**config.mk**
```make
export PLATFORM = sky130hd
export DESIGN_NAME = axi_burst_master
export DESIGN_NICKNAME = d
export VERILOG_FILES = /design/src/rtl/axi_burst_master.sv
export SDC_FILE = /design/constraint.sdc
export NUM_CORES = 1
export LEC_CHECK = 0
export ABC_AREA = 1
export BUFFER_PORTS_ARGS = -buffer_cell sky130_fd_sc_hd__buf_2
export CAP_MARGIN = 0
export CORE_AREA = 5 5 105 107
export DETAILED_ROUTE_END_ITERATION = 10
export DIE_AREA = 0 0 110 112
export MAX_ROUTING_LAYER = met4
export PLACE_DENSITY = 0.73
export SKIP_CTS_REPAIR_TIMING = 1
export SKIP_LAST_GASP = 1
export SYNTH_ARGS = -nofsm -noshare
export SYNTH_HDL_FRONTEND = slang
export SYNTH_SLANG_ARGS = --single-unit
```
**constraint.sdc**
```tcl
create_clock -name clk -period 3.8 [get_ports clk]
set_input_delay 0.76 -clock clk [delete_from_list [all_inputs] [get_ports clk]]
set_output_delay 0.76 -clock clk [all_outputs]
set_load 0.01 [all_outputs]
```
**src/rtl/axi_burst_master.sv**
```systemverilog
// AXI4 INCR burst initiator: one write (AW/W/B) or read (AR/R) command in flight.
// Write beats come from a valid/ready stream; read beats leave on a valid/ready stream.
module axi_burst_master #(
  parameter int DATA_WIDTH = 32,
  parameter int ADDR_WIDTH = 8,
  parameter int STRB_WIDTH = DATA_WIDTH/8,
  parameter int ID_WIDTH   = 8
) (
  input  logic                  clk,
  input  logic                  rst_n,
  input  logic                  cmd_valid,
  output logic                  cmd_ready,
  input  logic                  cmd_write,
  input  logic [ADDR_WIDTH-1:0] cmd_addr,
  input  logic [7:0]            cmd_len,
  input  logic [ID_WIDTH-1:0]   cmd_id,
  input  logic [DATA_WIDTH-1:0] wr_data,
  input  logic                  wr_valid,
  output logic                  wr_ready,
  output logic [DATA_WIDTH-1:0] rd_data,
  output logic                  rd_valid,
  input  logic                  rd_ready,
  output logic                  rd_last,
  output logic                  done,
  output logic [1:0]            done_resp,
  output logic                  done_err,
  output logic [ID_WIDTH-1:0]   m_axi_awid,
  output logic [ADDR_WIDTH-1:0] m_axi_awaddr,
  output logic [7:0]            m_axi_awlen,
  output logic [2:0]            m_axi_awsize,
  output logic [1:0]            m_axi_awburst,
  output logic                  m_axi_awlock,
  output logic [3:0]            m_axi_awcache,
  output logic [2:0]            m_axi_awprot,
  output logic                  m_axi_awvalid,
  input  logic                  m_axi_awready,
  output logic [DATA_WIDTH-1:0] m_axi_wdata,
  output logic [STRB_WIDTH-1:0] m_axi_wstrb,
  output logic                  m_axi_wlast,
  output logic                  m_axi_wvalid,
  input  logic                  m_axi_wready,
  input  logic [ID_WIDTH-1:0]   m_axi_bid,
  input  logic [1:0]            m_axi_bresp,
  input  logic                  m_axi_bvalid,
  output logic                  m_axi_bready,
  output logic [ID_WIDTH-1:0]   m_axi_arid,
  output logic [ADDR_WIDTH-1:0] m_axi_araddr,
  output logic [7:0]            m_axi_arlen,
  output logic [2:0]            m_axi_arsize,
  output logic [1:0]            m_axi_arburst,
  output logic                  m_axi_arlock,
  output logic [3:0]            m_axi_arcache,
  output logic [2:0]            m_axi_arprot,
  output logic                  m_axi_arvalid,
  input  logic                  m_axi_arready,
  input  logic [ID_WIDTH-1:0]   m_axi_rid,
  input  logic [DATA_WIDTH-1:0] m_axi_rdata,
  input  logic [1:0]            m_axi_rresp,
  input  logic                  m_axi_rlast,
  input  logic                  m_axi_rvalid,
  output logic                  m_axi_rready
);

  localparam logic [2:0] AXSIZE = 3'($clog2(STRB_WIDTH));

  typedef enum logic [2:0] {S_IDLE, S_AW, S_W, S_B, S_AR, S_R} state_t;

  state_t                r_state;
  logic [ADDR_WIDTH-1:0] r_addr;
  logic [7:0]            r_len;
  logic [7:0]            r_cnt;
  logic [ID_WIDTH-1:0]   r_id;
  logic                  r_cmd_ready;
  logic                  r_awvalid;
  logic                  r_arvalid;
  logic                  r_bready;
  logic                  r_done;
  logic [1:0]            r_done_resp;
  logic                  r_done_err;

  logic w_in_w, w_in_r, w_last_beat, w_w_hs, w_r_hs;
  logic w_unused;

  assign w_in_w      = (r_state == S_W);
  assign w_in_r      = (r_state == S_R);
  assign w_last_beat = (r_cnt == r_len);
  assign w_w_hs      = w_in_w & wr_valid & m_axi_wready;
  assign w_r_hs      = w_in_r & m_axi_rvalid & rd_ready;
  // Response IDs are deliberately ignored.
  assign w_unused    = ^{m_axi_bid, m_axi_rid};

  always_ff @(posedge clk or negedge rst_n) begin
    if (!rst_n) begin
      r_state     <= S_IDLE;
      r_addr      <= '0;
      r_len       <= '0;
      r_cnt       <= '0;
      r_id        <= '0;
      r_cmd_ready <= 1'b0;
      r_awvalid   <= 1'b0;
      r_arvalid   <= 1'b0;
      r_bready    <= 1'b0;
      r_done      <= 1'b0;
      r_done_resp <= '0;
      r_done_err  <= 1'b0;
    end else begin
      r_done <= 1'b0;
      case (r_state)
        S_IDLE: begin
          r_cmd_ready <= 1'b1;
          if (cmd_valid && r_cmd_ready) begin
            r_cmd_ready <= 1'b0;
            r_addr      <= cmd_addr;
            r_len       <= cmd_len;
            r_id        <= cmd_id;
            r_cnt       <= '0;
            r_done_resp <= '0;
            r_done_err  <= 1'b0;
            if (cmd_write) begin
              r_state   <= S_AW;
              r_awvalid <= 1'b1;
            end else begin
              r_state   <= S_AR;
              r_arvalid <= 1'b1;
            end
          end
        end
        S_AW: if (m_axi_awready) begin
          r_awvalid <= 1'b0;
          r_state   <= S_W;
        end
        S_W: if (w_w_hs) begin
          r_cnt <= r_cnt + 8'd1;
          if (w_last_beat) begin
            r_state  <= S_B;
            r_bready <= 1'b1;
          end
        end
        S_B: if (m_axi_bvalid) begin
          r_bready    <= 1'b0;
          r_done_resp <= m_axi_bresp;
          r_done      <= 1'b1;
          r_cmd_ready <= 1'b1;
          r_state     <= S_IDLE;
        end
        S_AR: if (m_axi_arready) begin
          r_arvalid <= 1'b0;
          r_state   <= S_R;
        end
        S_R: if (w_r_hs) begin
          r_cnt <= r_cnt + 8'd1;
          if (m_axi_rresp > r_done_resp) r_done_resp <= m_axi_rresp;
          if (m_axi_rlast != w_last_beat) r_done_err <= 1'b1;
          // Exit on the counted final beat whatever rlast says.
          if (w_last_beat) begin
            r_done      <= 1'b1;
            r_cmd_ready <= 1'b1;
            r_state     <= S_IDLE;
          end
        end
        default: r_state <= S_IDLE;
      endcase
    end
  end

  assign cmd_ready     = r_cmd_ready;
  assign wr_ready      = w_in_w & m_axi_wready;
  assign rd_data       = m_axi_rdata;
  assign rd_valid      = w_in_r & m_axi_rvalid;
  assign rd_last       = w_in_r & w_last_beat;
  assign done          = r_done;
  assign done_resp     = r_done_resp;
  assign done_err      = r_done_err;

  assign m_axi_awid    = r_id;
  assign m_axi_awaddr  = r_addr;
  assign m_axi_awlen   = r_len;
  assign m_axi_awsize  = AXSIZE;
  assign m_axi_awburst = 2'b01;
  assign m_axi_awlock  = 1'b0;
  assign m_axi_awcache = '0;
  assign m_axi_awprot  = '0;
  assign m_axi_awvalid = r_awvalid;

  assign m_axi_wdata   = wr_data;
  assign m_axi_wstrb   = '1;
  assign m_axi_wlast   = w_in_w & w_last_beat;
  assign m_axi_wvalid  = w_in_w & wr_valid;
  assign m_axi_bready  = r_bready;

  assign m_axi_arid    = r_id;
  assign m_axi_araddr  = r_addr;
  assign m_axi_arlen   = r_len;
  assign m_axi_arsize  = AXSIZE;
  assign m_axi_arburst = 2'b01;
  assign m_axi_arlock  = 1'b0;
  assign m_axi_arcache = '0;
  assign m_axi_arprot  = '0;
  assign m_axi_arvalid = r_arvalid;
  assign m_axi_rready  = w_in_r & rd_ready;

endmodule

```
==> Yosys cells after proc, flatten, opt, wreduce, memory -nomap -nowiden <==
Cells that the tools add are included.
{ "classes": {"n_mul": 0, "n_lt_le_gt_ge": 1, "shifts": 0, "mux": 43, "eq_ne": 19, "bitwise_logic": 8, "n_reduce_logical": 17, "addsub": 1, "n_div": 0} }
{ "ops": {"columns": ["cell", "n"], "rows": [
  ["3-bit 2-to-1 mux", 9],
  ["8-bit 2-to-1 mux", 3],
  ["8-bit case mux with 3 select lines", 1],
  ["4-bit AND reduction", 6],
  ["1-bit 2-to-1 mux", 18],
  ["3-bit case mux with 6 select lines", 1],
  ["2-bit by 1-bit inequality test with 1-bit output, second input constant", 6],
  ["2-bit inequality test, second input constant", 6],
  ["1-bit case mux with 2 select lines", 5],
  ["8-bit by 1-bit adder with 8-bit output, second input constant", 1],
  ["1-bit AND", 8],
  ["8-bit equality test", 1],
  ["2-bit 2-to-1 mux", 4],
  ["8-bit AND reduction", 1],
  ["2-bit nonzero test", 4],
  ["3-bit by 2-bit equality test with 1-bit output, second input constant", 2],
  ["3-bit equality test, second input constant", 2],
  ["2-bit case mux with 3 select lines", 1],
  ["3-bit nonzero test", 2],
  ["5-bit AND reduction", 1],
  ["3-bit by 1-bit equality test with 1-bit output, second input constant", 1],
  ["3-bit logical NOT", 1],
  ["1-bit case mux with 3 select lines", 1],
  ["2-bit > comparator", 1],
  ["3 further kinds", 3]
]} }
{ "word_totals": {"register_bits": 43, "mem_bits_ro": 0, "mem_count": 0, "input_bits": 120, "latch_bits": 0, "ram_bits": 0} }

==> Depth between registers and ports, before layout <==
Gate-level depths: netlist of run 1.
{ "depth": {"depth_word": 5, "ltp_mapped": 10, "depth_no_buf": 10} }

==> Least setup slack after synthesis of run 1 <==
OpenSTA, ideal clock, no wires.
{ "synth_timing": {"path_type": "reg2out", "startpoint": "reg r_len[6] (netlist: m_axi_arlen[6])", "endpoint": "out m_axi_wlast", "setup_slack_ns": 1.948, "stages_incl_launch_ff": 6, "arrival_time_ns": 1.092, "path_cell_list": "dfrtp_1 xnor2_1 nand2_1 nor2_1 nand2_1 nor2_1"} }
{ "synth_via": {"elab_chain_cells": 2} }
{ "synth_lines": {"columns": ["item", "line_no", "source"], "rows": [
  ["from (decl)", "70", "logic [7:0] r_len;"],
  ["from (signal assigned)", "114", "r_len <= cmd_len;"],
  ["8-bit equality test", "86", "assign w_last_beat = (r_cnt == r_len);"],
  ["1-bit AND", "187", "assign m_axi_wlast = w_in_w & w_last_beat;"],
  ["to (decl)", "39", "output logic m_axi_wlast,"]
]} }
Every way passes these cells.

==> Worst setup path after layout of run 1 <==
{ "layout_timing": {"startpoint": "reg r_cnt[0]", "endpoint": "out m_axi_wlast"} }
{ "layout_via": {"elab_chain_cells": 2} }
{ "layout_lines": {"columns": ["item", "line_no", "source"], "rows": [
  ["from (decl)", "71", "logic [7:0] r_cnt;"],
  ["from (signal assigned)", "133", "r_cnt <= r_cnt + 8'd1;"],
  ["from (signal assigned)", "151", "r_cnt <= r_cnt + 8'd1;"],
  ["8-bit equality test", "86", null],
  ["1-bit AND", "187", null]
]} }
Every way passes these cells.

==> run metrics, run 1 <==
worst vdd ir=between 150 and 200 uV; all-layer global routing usage=0.114; RSZ-0062 raised after global routing=false; FFs w/ async S/R, synth=1.00; vias post-DR=around 2,400; CP max FO=8; Clock transition at path regs=0.09 ns; WL final=6890 um; clk_lat worst skew=approximately 0.3 ns; H-tree depth=2; Worst-Margin Slew=1.01 ns; Iter 0 DRT Violations=137; outcome=finished clean; Crit Path Class=reg -> out; largest net degree at the start of global routing=44; Port Buf Inserts=101; Area growth syn-to-layout=-1.41%; routability congestion estimate=0.758; CTS tree=yes; Fin Hold WS=0.492 ns; Final Max Slew Viols=0; starting density of the core=0.317; antenna violations before repair=0; largest cells by area after synthesis=dfrtp_1, buf_4, nand2_1; Synth Register Bits=43; top cells by count, synth=nand2_1, buf_4, dfrtp_1; mapped cell area=0.00319 mm^2; Row Count=37; Max-slew headroom=0.328; distinct cell type count after synthesis=33; min cycle time layout=2.43 ns; post-synth top area share=0.338; vias per std cell=4.15; CTS Buffer Depth=2; final period utilization=0.638; leakage=about 1.8 nW; First-pass DRT Iterations=4; die area=between 0.01 and 0.015 mm^2; Post-synth top flop=dfrtp_1; Routed Antenna Nets=0; critical path capture point type=output port; share of post-route cells with drive strength above 1=0.307; final setup fails=0; CP startpoint kind=register; setup TNS=0 ns; core area=0.0100 mm^2; DRC violations left=0; max_cap viols=0; Final Skew=about 0.0076 ns; # IOs=276; ant diodes=0; Syn. warnings=0; first-pass GRT wire length=11,000 um; wire per inst=12.1 um; power density cells=751 mW/mm^2; Final nets=558; most numerous cell in the Yosys netlist=nand2_1; chip height=~110 um; clock buffer count from CTS=5; post-synth top area cell=dfrtp_1; Syn Inst Count=422; Fin. Hold Viols=0; Congestion Overflow GR=0; post-detail-place hpwl=5380 um; vias in the first global route=roughly 2,300; clock sink count=43; Crit path arrival time=1.67 ns; Hold Crit Class=reg -> reg; EDFF count, synth=0; highest clock rate=roughly 410 MHz; sequential area share after synthesis=0.338; Avg Cell Area, Syn=roughly 7.5 um^2; Die Wd=between 100 and 150 um; CTS Root Buffer Type=clkbuf_8; WP data required=3.04 ns
==> layer usage <==
layer / global-route usage / share of wire / up-vias
met2: 0.187 / 0.50 / 99
li1: - / - / 1172
met3: 0.0255 / 0.081 / 20
met1: 0.132 / 0.40 / 1081
met4: 0.0515 / 0.021 / 0
met5: - / 0 / -
==> layout by cell type (no fill, tap or decap), drive strengths merged, types with 3 or more instances in the layout <==
| cell | Yosys | layout |
|---|---|---|
| clkbuf | 4 | 5 |
| nand2 | 125 | 125 |
| ha | 3 | 3 |
| nand4 | 5 | 5 |
| nand3 | 20 | 20 |
| o21ai | 15 | 15 |
| dfrtp | 43 | 43 |
| buf | 120 | 102 |
| clkinv | 1 | 4 |
| conb | 2 | 30 |
| nor2 | 26 | 26 |
| a21oi | 8 | 8 |
| inv | 38 | 38 |
| xnor2 | 3 | 3 |
==> state kept, by name, indices dropped and copies added, names as in the netlist <==
signal	flops
m_axi_araddr	8
m_axi_arid	8
m_axi_arlen	8
r_cnt	8
r_state	3
done_resp	2
cmd_ready	1
done	1
done_err	1
m_axi_arvalid	1
m_axi_awvalid	1
m_axi_bready	1
==> worst max-delay path, cell delays in order (launching register included) <==
cell	delay [ns]
dfrtp_1	0.42
inv_1	0.12
nand2_1	0.06
nand2_1	0.05
nand2_1	0.10
nor2_1	0.12
nand2_1	0.19
nor2_1	0.17
buf_2	0.15
==> logic make-up (layout without fill, tap and decap cells) <==
logic type,after synthesis,count (layout),share of synthesized area
adders and majority gates,3,3,0.0118
and+or+nand+nor,178,178,0.244
buffers and inverters,163,149,0.334
xor gates and xnor gates,5,5,0.0137
AOI/OAI and AO/OA,28,28,0.0562
DFF,43,43,0.338
other,2,30,0.00236
==> through the flow <==
step,power [mW],utilization,cell area [um^2],setup WS (ns),instances
after floorplan,1.88,-,3290,1.95,450
after global placement,2.06,0.304,3060,1.71,564
after detailed placement,2.09,0.304,3060,1.66,564
after CTS,2.40,0.313,3140,1.36,572
after global routing,2.59,0.313,3140,1.19,572
final,2.36,0.313,3140,1.37,572
==> area by class of cell <==
cell class	instances	area, um^2
clock buffer	5	68.8
multi-input combinational	244	1150
timing repair buffer	102	513
fill	1096	6910
inverter	39	146
tap	136	170
sequential	43	1080
clock inverter	3	15.0
==> worst paths after layout <==
path | from | endpoint | slack, ns | depth (start not counted)
setup / recovery | r_cnt[0] | m_axi_wlast | 1.37 | 8
hold / removal | m_axi_bready | m_axi_bready | 0.49 | 2
setup reg to reg | r_state[1] | r_cnt[5] | 1.77 | 9
hold reg to reg | m_axi_bready | m_axi_bready | 0.49 | 2
max in group asynchronous | rst_n | m_axi_arid[0] | 2.55 | 1
min in group asynchronous | rst_n | done | 0.63 | 1
==> power by group <==
group | switching, mW | total, mW | internal (mW) | leakage [nW]
clock network | 0.167 | 0.294 | 0.126 | 0.0477
registers | 0.171 | 0.817 | 0.646 | 0.548
logic | 0.780 | 1.25 | 0.467 | 1.22
total | 1.12 | 2.36 | 1.24 | 1.81
(Power assumes the default switching activity.)
==> inputs of run 2 (changes only) <==
--- a/config.mk
+++ b/config.mk
@@ -5,14 +5,14 @@
 export SDC_FILE = /design/constraint.sdc
 export NUM_CORES = 1
 export LEC_CHECK = 0
-export ABC_AREA = 1
+export ABC_AREA = 0
 export BUFFER_PORTS_ARGS = -buffer_cell sky130_fd_sc_hd__buf_2
 export CAP_MARGIN = 0
-export CORE_AREA = 5 5 105 107
+export CORE_AREA = 5 5 104 106
 export DETAILED_ROUTE_END_ITERATION = 10
-export DIE_AREA = 0 0 110 112
+export DIE_AREA = 0 0 109 111
 export MAX_ROUTING_LAYER = met4
-export PLACE_DENSITY = 0.73
+export PLACE_DENSITY = 0.75
 export SKIP_CTS_REPAIR_TIMING = 1
 export SKIP_LAST_GASP = 1
 export SYNTH_ARGS = -nofsm -noshare
==> constraint.sdc (replaced) <==
create_clock -name clk -period 2.16 [get_ports clk]
set_input_delay 0.432 -clock clk [delete_from_list [all_inputs] [get_ports clk]]
set_output_delay 0.432 -clock clk [all_outputs]
set_load 0.01 [all_outputs]
==> run 2 against run 1 <==
  * Count of clock-buffer cells in the layout unchanged
  * Critical path type unchanged
  * Cell count down 17%
  * Critical endpoint is now rd_last
  * Synthesized cell count down 25%
  * Critical path depth down 2
  * Area after synthesis down 3.8%
  * Non-clock buffer count up 14
==> run metrics, run 2 <==
outcome=finished clean; Final Skew=0.00936 ns; post-detail-place hpwl=6030 um; # IOs=276; CTS tree=yes; Crit Path Class=reg -> out; WP data required=1.73 ns; starting density of the core=0.316; DRC violations left=0; Syn Inst Count=316; min cycle time layout=2.08 ns; setup TNS=0 ns; Crit path arrival time=roughly 1.7 ns; RSZ-0062 raised after global routing=true; WL final=7640 um; Final Max Slew Viols=0; core area=0.00968 mm^2; largest net degree at the start of global routing=44; Clock transition at path regs=about 0.1 ns; die area=0.0121 mm^2; routability congestion estimate=0.818; CTS Root Buffer Type=clkbuf_8; CTS Buffer Depth=2; CP startpoint kind=register; final period utilization=0.963; clock sink count=43; Routed Antenna Nets=0; crit-path cells=xor2_1 -> nor4_2 -> buf_4 -> nand2_2 -> nor2_1 -> buf_2; Hold Crit Class=in -> async; highest clock rate=481 MHz; FFs w/ async S/R, synth=1.00; post-synth top area share=0.351; clock buffer count from CTS=5; first-pass GRT wire length=approximately 11,000 um; clk_lat worst skew=about 0.30 ns; Area growth syn-to-layout=3.76%; post-synth top area cell=dfrtp_1; mapped cell area=approximately 0.0031 mm^2; vias post-DR=between 2,000 and 2,500; Syn. warnings=0; commonest non-fill, non-tap cell in the layout=buf_2; wire per inst=about 16 um; worst vdd ir=roughly 490 uV; Worst-Margin Slew=0.579 ns; Synth Register Bits=43; leakage=1.65 nW; Port Buf Inserts=101; largest cells by area after synthesis=dfrtp_1, buf_4, mux2_2; H-tree depth=2; Final nets=465; Pwr Total=4.43 mW; Avg Cell Area, Syn=9.70 um^2; sequential area share after synthesis=0.351; ant diodes=0; share of post-route cells with drive strength above 1=0.472; Max-slew headroom=0.614; antenna violations before repair=0; power density cells=1390 mW/mm^2; critical path capture point type=output port; top cells by count, synth=buf_4, dfrtp_1, mux2_2; CP max stage cell=dfrtp_1; all-layer global routing usage=0.122; CP max stage delay=0.41 ns; Congestion Overflow GR=0; Row Count=36; First-pass DRT Iterations=4; commonest cells after routing, fill and taps aside=buf_2, dfrtp_1, conb_1, mux2_2, nand2_1; Post-synth top flop=dfrtp_1; Die Wd=between 100 and 150 um; max_cap viols=0; distinct cell type count after synthesis=44; CP max FO=3; Iter 0 DRT Violations=120; EDFF count, synth=0; most numerous cell in the Yosys netlist=buf_4; final setup fails=0; chip height=about 110 um; vias in the first global route=2,141; vias per std cell=around 4.5; Fin. Hold Viols=0
-- run 2: changes by cell type in the layout (fill, tap and decap cells not counted), moves of 5 or more --
cell     change
nand2_1    -104
inv_1       -26
mux2_2      +25
buf_4       +14
nand3_1     -12
nor2_1      -11
xor2_1       +8
inv_2        -6
o21ai_0      +5
-- run 2: cells by family after synthesis --
logic type / synth area share
other cells: 0.00245
mux: 0.0988
fa+ha+maj: 0.0123
buf+inv: 0.315
simple gates: 0.101
flops: 0.351
xor+xnor: 0.0314
compound gates: 0.0878
-- run 2: per-layer routing --
metal  up-vias  global-route usage  wire length, um
met5         -                   -                0
met4         0              0.0530              164
met3        24              0.0367              882
met2       153               0.201             3750
met1      1001               0.135             2840
li1        970                   -                -
-- run 2: final timing paths --
| check | end | slack, ns | depth (start not counted) | startpoint |
|---|---|---|---|---|
| setup / recovery | rd_last | 0.08 | 6 | m_axi_arlen[0] |
| hold / removal | cmd_ready | 0.20 | 2 | rst_n |
| setup reg to reg | m_axi_arvalid | 0.31 | 5 | r_state[1] |
| hold reg to reg | m_axi_bready | 0.51 | 1 | m_axi_bready |
| max in group asynchronous | r_cnt[4] | 1.54 | 2 | rst_n |
| min in group clk | m_axi_arvalid | 0.34 | 2 | m_axi_arready |
-- run 2: area by class of cell --
type / instances / area (um^2)
inverters: 6 / 22.5
clock inverters: 3 / 67.6
clock buffers: 5 / 68.8
fillers: 1020 / 6500
repair buffers: 116 / 624
well taps: 133 / 166
flip-flops and latches: 43 / 1080
multi-input cells: 170 / 1150
-- run 2: worst max-delay path, delay by kind of cell, from the launching register on --
family	cells	cell delay (ns)
xor+xnor	1	0.17
buf+inv	2	0.31
flops	1	0.41
simple gates	3	0.46
-- run 2: where the power goes --
part	total (mW)	switching (mW)	internal [mW]
registers	1.53	0.367	1.16
clock network	0.776	0.315	0.462
logic	2.13	1.09	1.04
total	4.43	1.77	2.66
-- run 2: per-stage QoR --
step	setup slack, ns	hold WS (ns)	instance area (um^2)	util	instances
floorplan	0.368	0.136	3170	-	344
global placement	0.184	0.474	2950	0.305	460
detailed placement	0.213	0.504	2950	0.305	460
CTS	-0.0765	0.222	3090	0.319	468
global route	-0.0254	0.246	3180	0.328	476
finish	0.0795	0.198	3180	0.328	476
